===== src/rtl/hazard_ctrl_pkg.sv =====
// hazard_ctrl_pkg: shared definitions for the hazard controller and the
// pipeline registers that consume its choice codes.
//   choice_t      2-bit register control code (FLUSH / LOAD / HOLD)
//   choice_vec_t  one choice per controlled register, PC first
//   md_state_e    mult/div tracker FSM states
package hazard_ctrl_pkg;

    typedef logic [1:0] choice_t;

    localparam choice_t CH_FLUSH = 2'b00;
    localparam choice_t CH_LOAD  = 2'b01;
    localparam choice_t CH_HOLD  = 2'b10;

    typedef struct packed {
        choice_t pc;
        choice_t ifid;
        choice_t idex;
        choice_t exmem;
        choice_t memwb;
    } choice_vec_t;

    typedef enum logic {
        MD_IDLE = 1'b0,
        MD_BUSY = 1'b1
    } md_state_e;

    function automatic choice_vec_t choice_all(input choice_t c);
        choice_vec_t v;
        v = '{pc: c, ifid: c, idex: c, exmem: c, memwb: c};
        return v;
    endfunction

endpackage


===== src/rtl/hazard_ctrl_if.sv =====
// hazard_ctrl_if: pipeline status into the hazard controller and the choice
// codes back out to the pipeline registers.
//   master: pipeline side (drives ID/EX/MEM status, receives choices)
//   slave : hazard controller side
interface hazard_ctrl_if;
    import hazard_ctrl_pkg::*;

    logic [4:0] id_rs;
    logic [4:0] id_rt;
    logic       id_use_rs;
    logic       id_use_rt;
    logic       id_md_use;
    logic       id_jump;
    logic       ex_mem_read;
    logic [4:0] ex_rd;
    logic       ex_branch_taken;
    logic       ex_md_start;
    logic       ex_md_is_div;
    logic       mem_stall;

    choice_t    pc_choice;
    choice_t    ifid_choice;
    choice_t    idex_choice;
    choice_t    exmem_choice;
    choice_t    memwb_choice;

    modport master (
        output id_rs, id_rt, id_use_rs, id_use_rt, id_md_use, id_jump,
               ex_mem_read, ex_rd, ex_branch_taken, ex_md_start,
               ex_md_is_div, mem_stall,
        input  pc_choice, ifid_choice, idex_choice, exmem_choice, memwb_choice
    );

    modport slave (
        input  id_rs, id_rt, id_use_rs, id_use_rt, id_md_use, id_jump,
               ex_mem_read, ex_rd, ex_branch_taken, ex_md_start,
               ex_md_is_div, mem_stall,
        output pc_choice, ifid_choice, idex_choice, exmem_choice, memwb_choice
    );

endinterface


===== src/rtl/hazard_ctrl_md_tracker.sv =====
// md_tracker: shadows the multi-cycle mult/div unit.
//   clk, reset  clock, async active-low reset
//   start       qualified start (already gated by stall/branch in the parent)
//   is_div      1 = divide, 0 = multiply
//   md_busy     operation in flight
//   md_done     high during the final busy cycle
module md_tracker
    import hazard_ctrl_pkg::*;
#(
    parameter int MULT_CYCLES = 4,
    parameter int DIV_CYCLES  = 16,
    parameter int CNT_W       = 5
) (
    input  logic clk,
    input  logic reset,
    input  logic start,
    input  logic is_div,
    output logic md_busy,
    output logic md_done
);

    localparam logic [CNT_W-1:0] MULT_LD = CNT_W'(MULT_CYCLES - 1);
    localparam logic [CNT_W-1:0] DIV_LD  = CNT_W'(DIV_CYCLES - 1);

    md_state_e        state_q, state_d;
    logic [CNT_W-1:0] cnt_q, cnt_d;

    always_ff @(posedge clk or negedge reset) begin
        if (!reset) begin
            state_q <= MD_IDLE;
            cnt_q   <= '0;
        end else begin
            state_q <= state_d;
            cnt_q   <= cnt_d;
        end
    end

    // Counter runs regardless of pipeline stalls: the unit itself never
    // freezes. A start while busy is dropped.
    always_comb begin
        state_d = state_q;
        cnt_d   = cnt_q;
        case (state_q)
            MD_IDLE: begin
                if (start) begin
                    state_d = MD_BUSY;
                    cnt_d   = is_div ? DIV_LD : MULT_LD;
                end
            end
            MD_BUSY: begin
                if (cnt_q == '0) state_d = MD_IDLE;
                else             cnt_d   = cnt_q - 1'b1;
            end
            default: state_d = MD_IDLE;
        endcase
    end

    assign md_busy = (state_q == MD_BUSY);
    assign md_done = (state_q == MD_BUSY) && (cnt_q == '0);

endmodule


===== src/rtl/hazard_ctrl.sv =====
// hazard_ctrl: pipeline hazard controller driving the choice codes of the
// PC and the four pipeline registers.
//   clk, reset  clock, async active-low reset (choices forced FLUSH while low)
//   hz          pipeline status in / choice codes out (slave side)
//   md_busy     mult/div unit busy
//   md_done     mult/div completion pulse
//   stall_cnt   saturating count of cycles with the PC held
module hazard_ctrl
    import hazard_ctrl_pkg::*;
#(
    parameter int MULT_CYCLES = 4,
    parameter int DIV_CYCLES  = 16,
    parameter int CNT_W       = 5,
    parameter int PERF_W      = 32
) (
    input  logic              clk,
    input  logic              reset,
    hazard_ctrl_if.slave      hz,
    output logic              md_busy,
    output logic              md_done,
    output logic [PERF_W-1:0] stall_cnt
);

    logic        load_use, md_haz, md_start;
    choice_vec_t ch;

    assign load_use = hz.ex_mem_read && (hz.ex_rd != 5'd0) &&
                      ((hz.id_use_rs && (hz.id_rs == hz.ex_rd)) ||
                       (hz.id_use_rt && (hz.id_rt == hz.ex_rd)));
    assign md_haz   = md_busy && hz.id_md_use;

    // A start that is frozen or squashed this cycle never reaches the unit.
    assign md_start = hz.ex_md_start && !hz.mem_stall && !hz.ex_branch_taken;

    md_tracker #(
        .MULT_CYCLES (MULT_CYCLES),
        .DIV_CYCLES  (DIV_CYCLES),
        .CNT_W       (CNT_W)
    ) u_md (
        .clk     (clk),
        .reset   (reset),
        .start   (md_start),
        .is_div  (hz.ex_md_is_div),
        .md_busy (md_busy),
        .md_done (md_done)
    );

    // A taken branch beats data stalls since the stalled ID instruction is
    // squashed anyway. A jump waits behind any stall and redirects afterwards.
    always_comb begin
        ch = choice_all(CH_LOAD);
        if (!reset) begin
            ch = choice_all(CH_FLUSH);
        end else if (hz.mem_stall) begin
            ch = choice_all(CH_HOLD);
        end else if (hz.ex_branch_taken) begin
            ch.ifid = CH_FLUSH;
            ch.idex = CH_FLUSH;
        end else if (load_use || md_haz) begin
            ch.pc   = CH_HOLD;
            ch.ifid = CH_HOLD;
            ch.idex = CH_FLUSH;
        end else if (hz.id_jump) begin
            ch.ifid = CH_FLUSH;
        end
    end

    assign hz.pc_choice    = ch.pc;
    assign hz.ifid_choice  = ch.ifid;
    assign hz.idex_choice  = ch.idex;
    assign hz.exmem_choice = ch.exmem;
    assign hz.memwb_choice = ch.memwb;

    always_ff @(posedge clk or negedge reset) begin
        if (!reset)
            stall_cnt <= '0;
        else if (ch.pc == CH_HOLD && stall_cnt != '1)
            stall_cnt <= stall_cnt + 1'b1;
    end

endmodule


===== src/flat_wrapper.sv =====
// flat-port wrapper written by rule: the top's interface ports become plain ports
module hazard_ctrl_flat import hazard_ctrl_pkg::*;
#(
    parameter int MULT_CYCLES = 4,
    parameter int DIV_CYCLES  = 16,
    parameter int CNT_W       = 5,
    parameter int PERF_W      = 32
)
  (clk, reset, md_busy, md_done, stall_cnt, hz_id_rs, hz_id_rt, hz_id_use_rs, hz_id_use_rt, hz_id_md_use, hz_id_jump, hz_ex_mem_read, hz_ex_rd, hz_ex_branch_taken, hz_ex_md_start, hz_ex_md_is_div, hz_mem_stall, hz_pc_choice, hz_ifid_choice, hz_idex_choice, hz_exmem_choice, hz_memwb_choice);
  hazard_ctrl_if hz_i ();
  input  logic clk;
  input  logic reset;
  output logic md_busy;
  output logic md_done;
  output logic [PERF_W-1:0] stall_cnt;
  input wire logic [$bits(hz_i.id_rs)-1:0] hz_id_rs;
  input wire logic [$bits(hz_i.id_rt)-1:0] hz_id_rt;
  input wire logic [$bits(hz_i.id_use_rs)-1:0] hz_id_use_rs;
  input wire logic [$bits(hz_i.id_use_rt)-1:0] hz_id_use_rt;
  input wire logic [$bits(hz_i.id_md_use)-1:0] hz_id_md_use;
  input wire logic [$bits(hz_i.id_jump)-1:0] hz_id_jump;
  input wire logic [$bits(hz_i.ex_mem_read)-1:0] hz_ex_mem_read;
  input wire logic [$bits(hz_i.ex_rd)-1:0] hz_ex_rd;
  input wire logic [$bits(hz_i.ex_branch_taken)-1:0] hz_ex_branch_taken;
  input wire logic [$bits(hz_i.ex_md_start)-1:0] hz_ex_md_start;
  input wire logic [$bits(hz_i.ex_md_is_div)-1:0] hz_ex_md_is_div;
  input wire logic [$bits(hz_i.mem_stall)-1:0] hz_mem_stall;
  output wire logic [$bits(hz_i.pc_choice)-1:0] hz_pc_choice;
  output wire logic [$bits(hz_i.ifid_choice)-1:0] hz_ifid_choice;
  output wire logic [$bits(hz_i.idex_choice)-1:0] hz_idex_choice;
  output wire logic [$bits(hz_i.exmem_choice)-1:0] hz_exmem_choice;
  output wire logic [$bits(hz_i.memwb_choice)-1:0] hz_memwb_choice;
  assign hz_i.id_rs = hz_id_rs;
  assign hz_i.id_rt = hz_id_rt;
  assign hz_i.id_use_rs = hz_id_use_rs;
  assign hz_i.id_use_rt = hz_id_use_rt;
  assign hz_i.id_md_use = hz_id_md_use;
  assign hz_i.id_jump = hz_id_jump;
  assign hz_i.ex_mem_read = hz_ex_mem_read;
  assign hz_i.ex_rd = hz_ex_rd;
  assign hz_i.ex_branch_taken = hz_ex_branch_taken;
  assign hz_i.ex_md_start = hz_ex_md_start;
  assign hz_i.ex_md_is_div = hz_ex_md_is_div;
  assign hz_i.mem_stall = hz_mem_stall;
  assign hz_pc_choice = hz_i.pc_choice;
  assign hz_ifid_choice = hz_i.ifid_choice;
  assign hz_idex_choice = hz_i.idex_choice;
  assign hz_exmem_choice = hz_i.exmem_choice;
  assign hz_memwb_choice = hz_i.memwb_choice;
  hazard_ctrl #(.MULT_CYCLES(MULT_CYCLES), .DIV_CYCLES(DIV_CYCLES), .CNT_W(CNT_W), .PERF_W(PERF_W)) u_core (.clk(clk), .reset(reset), .hz(hz_i), .md_busy(md_busy), .md_done(md_done), .stall_cnt(stall_cnt));
endmodule

===== config.mk =====
export PLATFORM = sky130hd
export DESIGN_NAME = hazard_ctrl_flat
export DESIGN_NICKNAME = d
export VERILOG_FILES = /design/src/rtl/hazard_ctrl_pkg.sv /design/src/rtl/hazard_ctrl_if.sv /design/src/rtl/hazard_ctrl_md_tracker.sv /design/src/rtl/hazard_ctrl.sv /design/src/flat_wrapper.sv
export SDC_FILE = /design/constraint.sdc
export NUM_CORES = 1
export LEC_CHECK = 0
export CORE_ASPECT_RATIO = 1.75
export CORE_MARGIN = 8
export CORE_UTILIZATION = 35
export CTS_CLUSTER_DIAMETER = 120
export CTS_CLUSTER_SIZE = 14
export DETAILED_ROUTE_END_ITERATION = 7
export DONT_BUFFER_PORTS = 1
export REMOVE_ABC_BUFFERS = 1
export SYNTH_ARGS = -nofsm -noshare
export SYNTH_HDL_FRONTEND = slang
export SYNTH_HIERARCHICAL = 1
export SYNTH_SLANG_ARGS = --single-unit

===== constraint.sdc =====
create_clock -name clk -period 2.4 [get_ports clk]
set_input_delay 0.36 -clock clk [delete_from_list [all_inputs] [get_ports clk]]
set_output_delay 0.36 -clock clk [all_outputs]
set_load 0.01 [all_outputs]

==> flow_metrics.py, run 1 <==
metrics = {
    "sta": {
        "clock.fmax_mhz": 474,
        "period_share_pct": 88.0,
        "worst_slack_ps": 289,
        "fin_crit_ps": 2110,
        "relSlewSlack_pct": 63.5,
        "drv_slew": 0,
        "tightest_slew_ps": 542,
        "hold_viol_final": 0,
        "setup_viol": 0,
        "rsz0062_at_grt": "no",
        "skew_ps": 3.39,
        "setup-tns-final_ps": 0,
    },
    "worst_hold_path": {
        "hp-start": "hz_ex_md_is_div",
        "worstHoldEndpoint": "u_core/u_md/cnt_q[3]$_DFFE_PN0P_",
        "holdPathStages": 2,
        "hp-class": "input pin to flip-flop",
    },
    "worst_setup_path": {
        "arrival_ps": 2280,
        "reg2reg_to": "u_core/stall_cnt[30]$_DFFE_PN0P_",
        "path_cells": "ha_1, nand2_1, nor3_2, nand3_1, nor4b_1, mux2_2",
        "r2r_setup_slack_ps": 290,
        "critPathKind": "flip-flop to flip-flop",
        "cp_data_required_time_ps": 2570,
        "startpoint_type": "flip-flop",
        "critPathCaptureType": "flip-flop",
        "cp_max_fo": 5,
        "reg2reg_depth": 6,
        "r2r_start": "u_core/stall_cnt[0]$_DFFE_PN0P_",
        "max_stage_delay_ps": 460,
        "cp_slowest_cell": "dfrtp_1",
    },
    "yosys": {
        "syn_area_mm2": 0.00213,
        "synth_flop_cell": "dfrtp_1",
        "synth_cells": 213,
        "yosys_warnings": 6,
        "yosysSeqAreaShare_pct": 44.7,
        "syn_area_per_cell_um2": 9.99,
        "yosysTopAreaCellShare_pct": 44.7,
        "synth_cell_types": 36,
        "netlist_top_cells_area": "dfrtp_1, xor2_1, xnor2_1, nor3_1, nand2_1",
        "synthArstFlopShare_pct": 100,
        "synth-seq-cells": 38,
        "yosys.area.top_type": "dfrtp_1",
        "synth_edf_count": 0,
    },
    "power": {
        "irDropWorstVdd_mv": 0.420,
        "powerDensity_mw_per_mm2": 751,
        "p_leak_uw": 0.00108,
    },
    "clock_tree": {
        "clk_path_buf_depth": 2,
        "clock_latency_ps": 280,
        "root_buffer": "clkbuf_8",
        "cts_tree": "built",
        "cts_sinks": 38,
        "cts_buffers": 5,
        "cts_hold_buf": 2,
        "post_cts_buffers": 0,
        "clk_pin_slew_ps": 70,
        "h-tree-depth": 2,
        "post_cts_resize_count": 0,
    },
    "global_routing": {
        "grt_max_degree": 39,
        "grt_usage_pct": 12.4,
        "grt_pass1_wl_mm": 8.55,
        "antenna_found_initial": 0,
        "grt_pass1_vias": 1674,
        "grt-ovfl-total": 0,
    },
    "floorplan": {
        "core_area_mm2": 0.00588,
        "io_pins": 70,
        "die_h_um": 119,
        "die_width_um": 74.9,
        "start_util_pct": 36.2,
        "rows": 37,
        "die_area_mm2": 0.00893,
    },
    "detailed_routing": {
        "drt_iter0_drc": 22,
        "finalWirelength_mm": 5.21,
        "vias": 1592,
        "routedWlPerCell_um": 17.0,
        "drtPass1Iterations": 4,
        "ant_nets": 0,
        "route.detailed.drc": 0,
        "vias_per_cell": 5.19,
    },
    "placement": {
        "gp_congestion": 0.779,
        "place_ws_ps": 275,
        "port_buffers": 0,
        "dpl.hpwl_mm": 3.91,
        "postPlaceCellArea_mm2": 0.00229,
    },
    "final_layout": {
        "drive_above_1_share_pct": 13.1,
        "diodes": 0,
        "fin_area_mm2": 0.00240,
        "fillCellCount": 603,
        "nets": 257,
        "synthToLayoutAreaGrowth_pct": 12.8,
    },
    "flow_run": {
        "maxCapViolCount": 0,
    },
    "run_status": {
        "status": "finished, final reports clean",
    },
}
-- how the worst max path moves through the flow --
stage                                      from                               end  slack (ps)  cells after the start
6_report        u_core/stall_cnt[0]$_DFFE_PN0P_  u_core/stall_cnt[30]$_DFFE_PN0P_         290                      6
5_1_grt         u_core/stall_cnt[1]$_DFFE_PN0P_  u_core/stall_cnt[16]$_DFFE_PN0P_          30                      7
4_1_cts         u_core/stall_cnt[0]$_DFFE_PN0P_  u_core/stall_cnt[14]$_DFFE_PN0P_         250                      7
3_5_place_dp    u_core/stall_cnt[0]$_DFFE_PN0P_  u_core/stall_cnt[14]$_DFFE_PN0P_         280                      7
2_1_floorplan                       hz_ex_rd[1]                 hz_ifid_choice[1]         -30                      5
3_3_place_gp   u_core/stall_cnt[28]$_DFFE_PN0P_  u_core/stall_cnt[12]$_DFFE_PN0P_         300                      6
-- synth_stat cells (2+ instances only) --
cell,number
and2_1,3
nor3_1,15
nor4_1,5
dfrtp_1,38
or4_1,2
a21oi_2,2
a21oi_1,2
nor3_2,2
and3_1,4
nor3b_1,4
nand4_1,8
inv_1,9
xnor2_1,13
o21ai_0,3
buf_4,7
nand2b_1,5
and4_1,4
o211ai_1,2
ha_1,2
mux2_2,3
nand3_1,11
nand2_1,16
xor2_1,27
nor4b_1,2
nor2_1,13
-- registers in the layout, indices dropped and copies added, names as in the netlist --
| register | count |
|---|---|
| u_core/stall_cnt | 32 |
| u_core/u_md/cnt_q | 5 |
| u_core/u_md/md_busy | 1 |
-- logic make-up (layout without fill, tap and decap cells) --
kind of cell | count (synthesis) | in the layout | share of synthesized area [%]
fa+ha+maj | 2 | 2 | 1.18
xor+xnor | 40 | 40 | 16.5
flops | 38 | 38 | 44.7
simple gates | 99 | 99 | 27.3
buf+inv | 17 | 33 | 4.29
compound gates | 14 | 14 | 4.53
mux | 3 | 3 | 1.59
-- critical path: cells and delay by family (launching register included) --
family	cells	cell delay (ps)
and+or+nand+nor	4	970
DFF	1	460
muxes	1	370
adders and majority gates	1	200
-- layout by cell type (no fill, tap or decap), drive strengths merged --
cell / n
dfrtp: 38
xor2: 27
nor3: 17
nand2: 16
buf: 16
xnor2: 13
nor2: 13
nand3: 11
inv: 9
nand4: 8
clkbuf: 7
nor4: 6
nand2b: 5
nor3b: 4
and4: 4
and3: 4
o21ai: 4
a21oi: 4
and2: 3
mux2: 3
nor4b: 3
or4: 2
ha: 2
o211ai: 2
o22ai: 1
a41o: 1
nand4b: 1
dlygate4sd3: 1
o22a: 1
nand3b: 1
o31a: 1
nor2b: 1
-- cell type report --
class	instances	area [um^2]	share of cell area, %
multi-input cells	158	1090	45.3
flip-flops and latches	38	951	39.6
repair buffers	17	155	6.47
well taps	78	97.6	4.07
clock buffers	7	76.3	3.18
inverters	9	33.8	1.41
-- per-stage QoR --
step | hold slack (ps) | total power [uW] | utilization [%] | std cells
3_5_place_dp | 66.1 | 1390 | 39.0 | 298
4_1_cts | 291 | 1830 | 40.8 | 307
3_3_place_gp | 66.3 | 1390 | 39.0 | 298
2_1_floorplan | 64.4 | 1240 | - | 205
6_report | 301 | 1800 | 40.8 | 307
5_1_grt | 344 | 1930 | 40.8 | 307
-- metal layers --
metal | global-route usage [%] | vias up | wire (um)
met5 | 0 | - | 0
met3 | 4.29 | 5 | 354
met1 | 12.7 | 783 | 1830
li1 | - | 775 | -
met2 | 21.7 | 29 | 2950
met4 | 4.69 | 0 | 75
-- power by group --
group          switching (uW)  leakage (uW)  internal, uW
Clock                     209     0.0000383           200
Sequential                164      0.000479           757
Combinational             251      0.000562           221
Total                     624       0.00108          1180
No activity file was read; power rests on OpenSTA's default activity.
==> run 2: changes to the inputs <==
--- a/config.mk
+++ b/config.mk
@@ -17,3 +17,4 @@
 export SYNTH_HDL_FRONTEND = slang
 export SYNTH_HIERARCHICAL = 1
 export SYNTH_SLANG_ARGS = --single-unit
+export TNS_END_PERCENT = 1
==> results of run 2 <==
Same layout as run 1: the final DEF is identical, and so are final timing and power.
==> run 3: changes to the inputs <==
--- a/config.mk
+++ b/config.mk
@@ -5,6 +5,9 @@
 export SDC_FILE = /design/constraint.sdc
 export NUM_CORES = 1
 export LEC_CHECK = 0
+export ABC_AREA = 1
+export CELL_PAD_IN_SITES_DETAIL_PLACEMENT = 1
+export CELL_PAD_IN_SITES_GLOBAL_PLACEMENT = 1
 export CORE_ASPECT_RATIO = 1.75
 export CORE_MARGIN = 8
 export CORE_UTILIZATION = 35
@@ -12,6 +15,7 @@
 export CTS_CLUSTER_SIZE = 14
 export DETAILED_ROUTE_END_ITERATION = 7
 export DONT_BUFFER_PORTS = 1
+export PLACE_DENSITY_LB_ADDON = 0.1
 export REMOVE_ABC_BUFFERS = 1
 export SYNTH_ARGS = -nofsm -noshare
 export SYNTH_HDL_FRONTEND = slang
==> run 3 against run 2 <==
Compared with the run above: flip-flop and latch count unchanged; area after synthesis up 28%; sequential power down 9.5%; maximum frequency up 5.7%; cell count up 67%; total power up 17%; largest cell class unchanged.
==> flow_metrics.py, run 3 <==
metrics = {
    "sta": {
        "drv_slew": 0,
        "setup-tns-final_ps": 0,
        "tightest_slew_ps": 528,
        "fin_crit_ps": 2000,
        "period_share_pct": 83.3,
        "clock.fmax_mhz": 500,
        "setup_viol": 0,
        "hold_slack_ps": 335,
        "skew_ps": 6.14,
        "hold_viol_final": 0,
        "relSlewSlack_pct": 64.5,
        "rsz0062_at_grt": "no",
    },
    "flow_run": {
        "maxCapViolCount": 0,
    },
    "worst_setup_path": {
        "critPathKind": "flip-flop to flip-flop",
        "cp_data_required_time_ps": 2630,
        "reg2reg_depth": 9,
        "startpoint_type": "flip-flop",
        "critPathCaptureType": "flip-flop",
        "arrival_ps": 2220,
        "r2r_start": "u_core/stall_cnt[6]$_DFFE_PN0P_",
        "r2r_setup_slack_ps": 400,
        "cp_max_fo": 13,
        "reg2reg_to": "u_core/stall_cnt[11]$_DFFE_PN0P_",
    },
    "yosys": {
        "yosys_warnings": 6,
        "netlist_top_cells_area": "dfrtp_1, nand2_1, nand3_1, xor2_1, inv_1",
        "yosys.area.top_type": "dfrtp_1",
        "synth_flop_cell": "dfrtp_1",
        "synthArstFlopShare_pct": 100,
        "yosysMostFrequentCell": "nand2_1",
        "synth-seq-cells": 38,
        "synth_cells": 411,
        "synth_edf_count": 0,
        "yosysTopAreaCellShare_pct": 34.8,
        "syn_area_per_cell_um2": 6.65,
        "syn_area_mm2": 0.00273,
        "synth_cell_types": 24,
        "yosysSeqAreaShare_pct": 34.8,
        "synth_top_cells_by_count": "nand2_1, nand3_1, inv_1, dfrtp_1, nor2_1",
    },
    "detailed_routing": {
        "finalWirelength_mm": 9.20,
        "routedWlPerCell_um": 17.9,
        "vias_per_cell": 5.26,
        "vias": 2703,
        "route.detailed.drc": 0,
        "drtPass1Iterations": 4,
        "ant_nets": 0,
        "drt_iter0_drc": 69,
    },
    "placement": {
        "dpl.hpwl_mm": 7.33,
        "postPlaceCellArea_mm2": 0.00290,
        "gp_congestion": 0.855,
        "placedCellCount": 504,
        "port_buffers": 0,
    },
    "final_layout": {
        "final_common_cell": "nand2_1",
        "nets": 453,
        "synthToLayoutAreaGrowth_pct": 13.1,
        "layout_common_cells": "nand2_1, nand3_1, inv_1",
        "final_cells": 514,
        "fin_area_mm2": 0.00309,
        "largest-register": "u_core/stall_cnt",
        "largest_reg_flops": 32,
        "drive_above_1_share_pct": 10.1,
        "diodes": 0,
    },
    "floorplan": {
        "start_util_pct": 36.1,
        "die_width_um": 82.8,
        "io_pins": 70,
        "rows": 42,
        "die_area_mm2": 0.0110,
        "core_area_mm2": 0.00757,
        "die_h_um": 133,
    },
    "clock_tree": {
        "cts_tree": "built",
        "h-tree-depth": 2,
        "clock_latency_ps": 290,
        "root_buffer": "clkbuf_16",
        "clk_path_buf_depth": 2,
        "cts_buffers": 5,
        "clk_pin_slew_ps": 60,
        "post_cts_buffers": 0,
        "cts_sinks": 38,
    },
    "global_routing": {
        "grt-ovfl-total": 0,
        "grt_pass1_wl_mm": 14.9,
        "grt_pass1_vias": 2966,
        "antenna_found_initial": 0,
        "grt_usage_pct": 17.5,
        "grt_max_degree": 39,
    },
    "power": {
        "powerDensity_mw_per_mm2": 685,
        "irDropWorstVdd_mv": 0.439,
        "totalPowerFinal_uw": 2120,
        "p_leak_uw": 0.00163,
    },
    "run_status": {
        "status": "finished, final reports clean",
    },
    "worst_hold_path": {
        "worstHoldEndpoint": "u_core/u_md/cnt_q[3]$_DFFE_PN0P_",
        "holdPathStages": 4,
        "hp-class": "input pin to flip-flop",
        "hp-start": "hz_ex_md_is_div",
    },
}
==> run 3: cell types whose count changed in the layout (fill, tap and decap cells not counted), moves of 6 or more <==
| cell | delta |
|---|---|
| nand2_1 | +142 |
| inv_2 | +6 |
| nor2_1 | +25 |
| nand3_1 | +34 |
| xor2_1 | -6 |
| inv_1 | +30 |
==> run 3: how the worst max path moves through the flow <==
stage / startpoint / endpoint / slack (ps)
6_report: u_core/stall_cnt[6]$_DFFE_PN0P_ / u_core/stall_cnt[11]$_DFFE_PN0P_ / 400
5_1_grt: u_core/stall_cnt[1]$_DFFE_PN0P_ / u_core/stall_cnt[26]$_DFFE_PN0P_ / 240
4_1_cts: u_core/stall_cnt[6]$_DFFE_PN0P_ / u_core/stall_cnt[21]$_DFFE_PN0P_ / 390
3_5_place_dp: u_core/stall_cnt[6]$_DFFE_PN0P_ / u_core/stall_cnt[20]$_DFFE_PN0P_ / 420
3_3_place_gp: u_core/stall_cnt[6]$_DFFE_PN0P_ / u_core/stall_cnt[11]$_DFFE_PN0P_ / 440
2_1_floorplan: u_core/stall_cnt[1]$_DFFE_PN0P_ / u_core/stall_cnt[10]$_DFFE_PN0P_ / 70
==> run 3: power by group <==
part | switching [uW] | internal, uW
Sequential | 113 | 721
Combinational | 337 | 194
Clock | 266 | 486
==> run 3: worst max-delay path, cell delays in order, from the launching register on <==
cell,delay [ps]
dfrtp_1,510
inv_1,130
nor3_2,260
nand4_1,170
nor3_2,140
nand2_1,90
nand2_2,290
buf_4,220
nand2_1,50
nand2_1,70
==> run 3: logic make-up (layout without fill, tap and decap cells) <==
family | Yosys count | count (layout) | share of synthesized area [%]
and+or+nand+nor | 280 | 280 | 44.6
AOI/OAI and AO/OA | 4 | 4 | 0.779
xor gates and xnor gates | 29 | 29 | 9.30
DFF | 38 | 38 | 34.8
buffers and inverters | 58 | 73 | 9.62
adders and majority gates | 2 | 2 | 0.916
==> run 3: stage by stage <==
step	util (%)	setup WS [ps]
floorplan	-	65.1
global placement	38.3	437
detailed placement	38.3	419
CTS	40.8	390
global route	40.8	244
finish	40.8	402
==> run 3: routing by layer <==
metal	vias up	global-route usage, %	wire length [um]
met5	-	0	0
met4	0	6.47	224
met3	11	4.07	650
met2	64	33.7	5270
met1	1314	16.5	3060
li1	1314	-	-
==> run 3: timing repair <==
| action | CTS | global route |
|---|---|---|
| endpoints found under the hold margin | 38 | 0 |
| resized for setup | 0 | 0 |
| hold buffers | 2 | 0 |
==> run 3: cell type report <==
cell class / instances / area [um^2]
fill: 1019 / 4480
multi-input combinational: 315 / 1520
sequential: 38 / 951
timing repair buffer: 20 / 178
inverter: 45 / 169
clock buffer: 5 / 125
tap: 88 / 110
clock inverter: 3 / 40.0
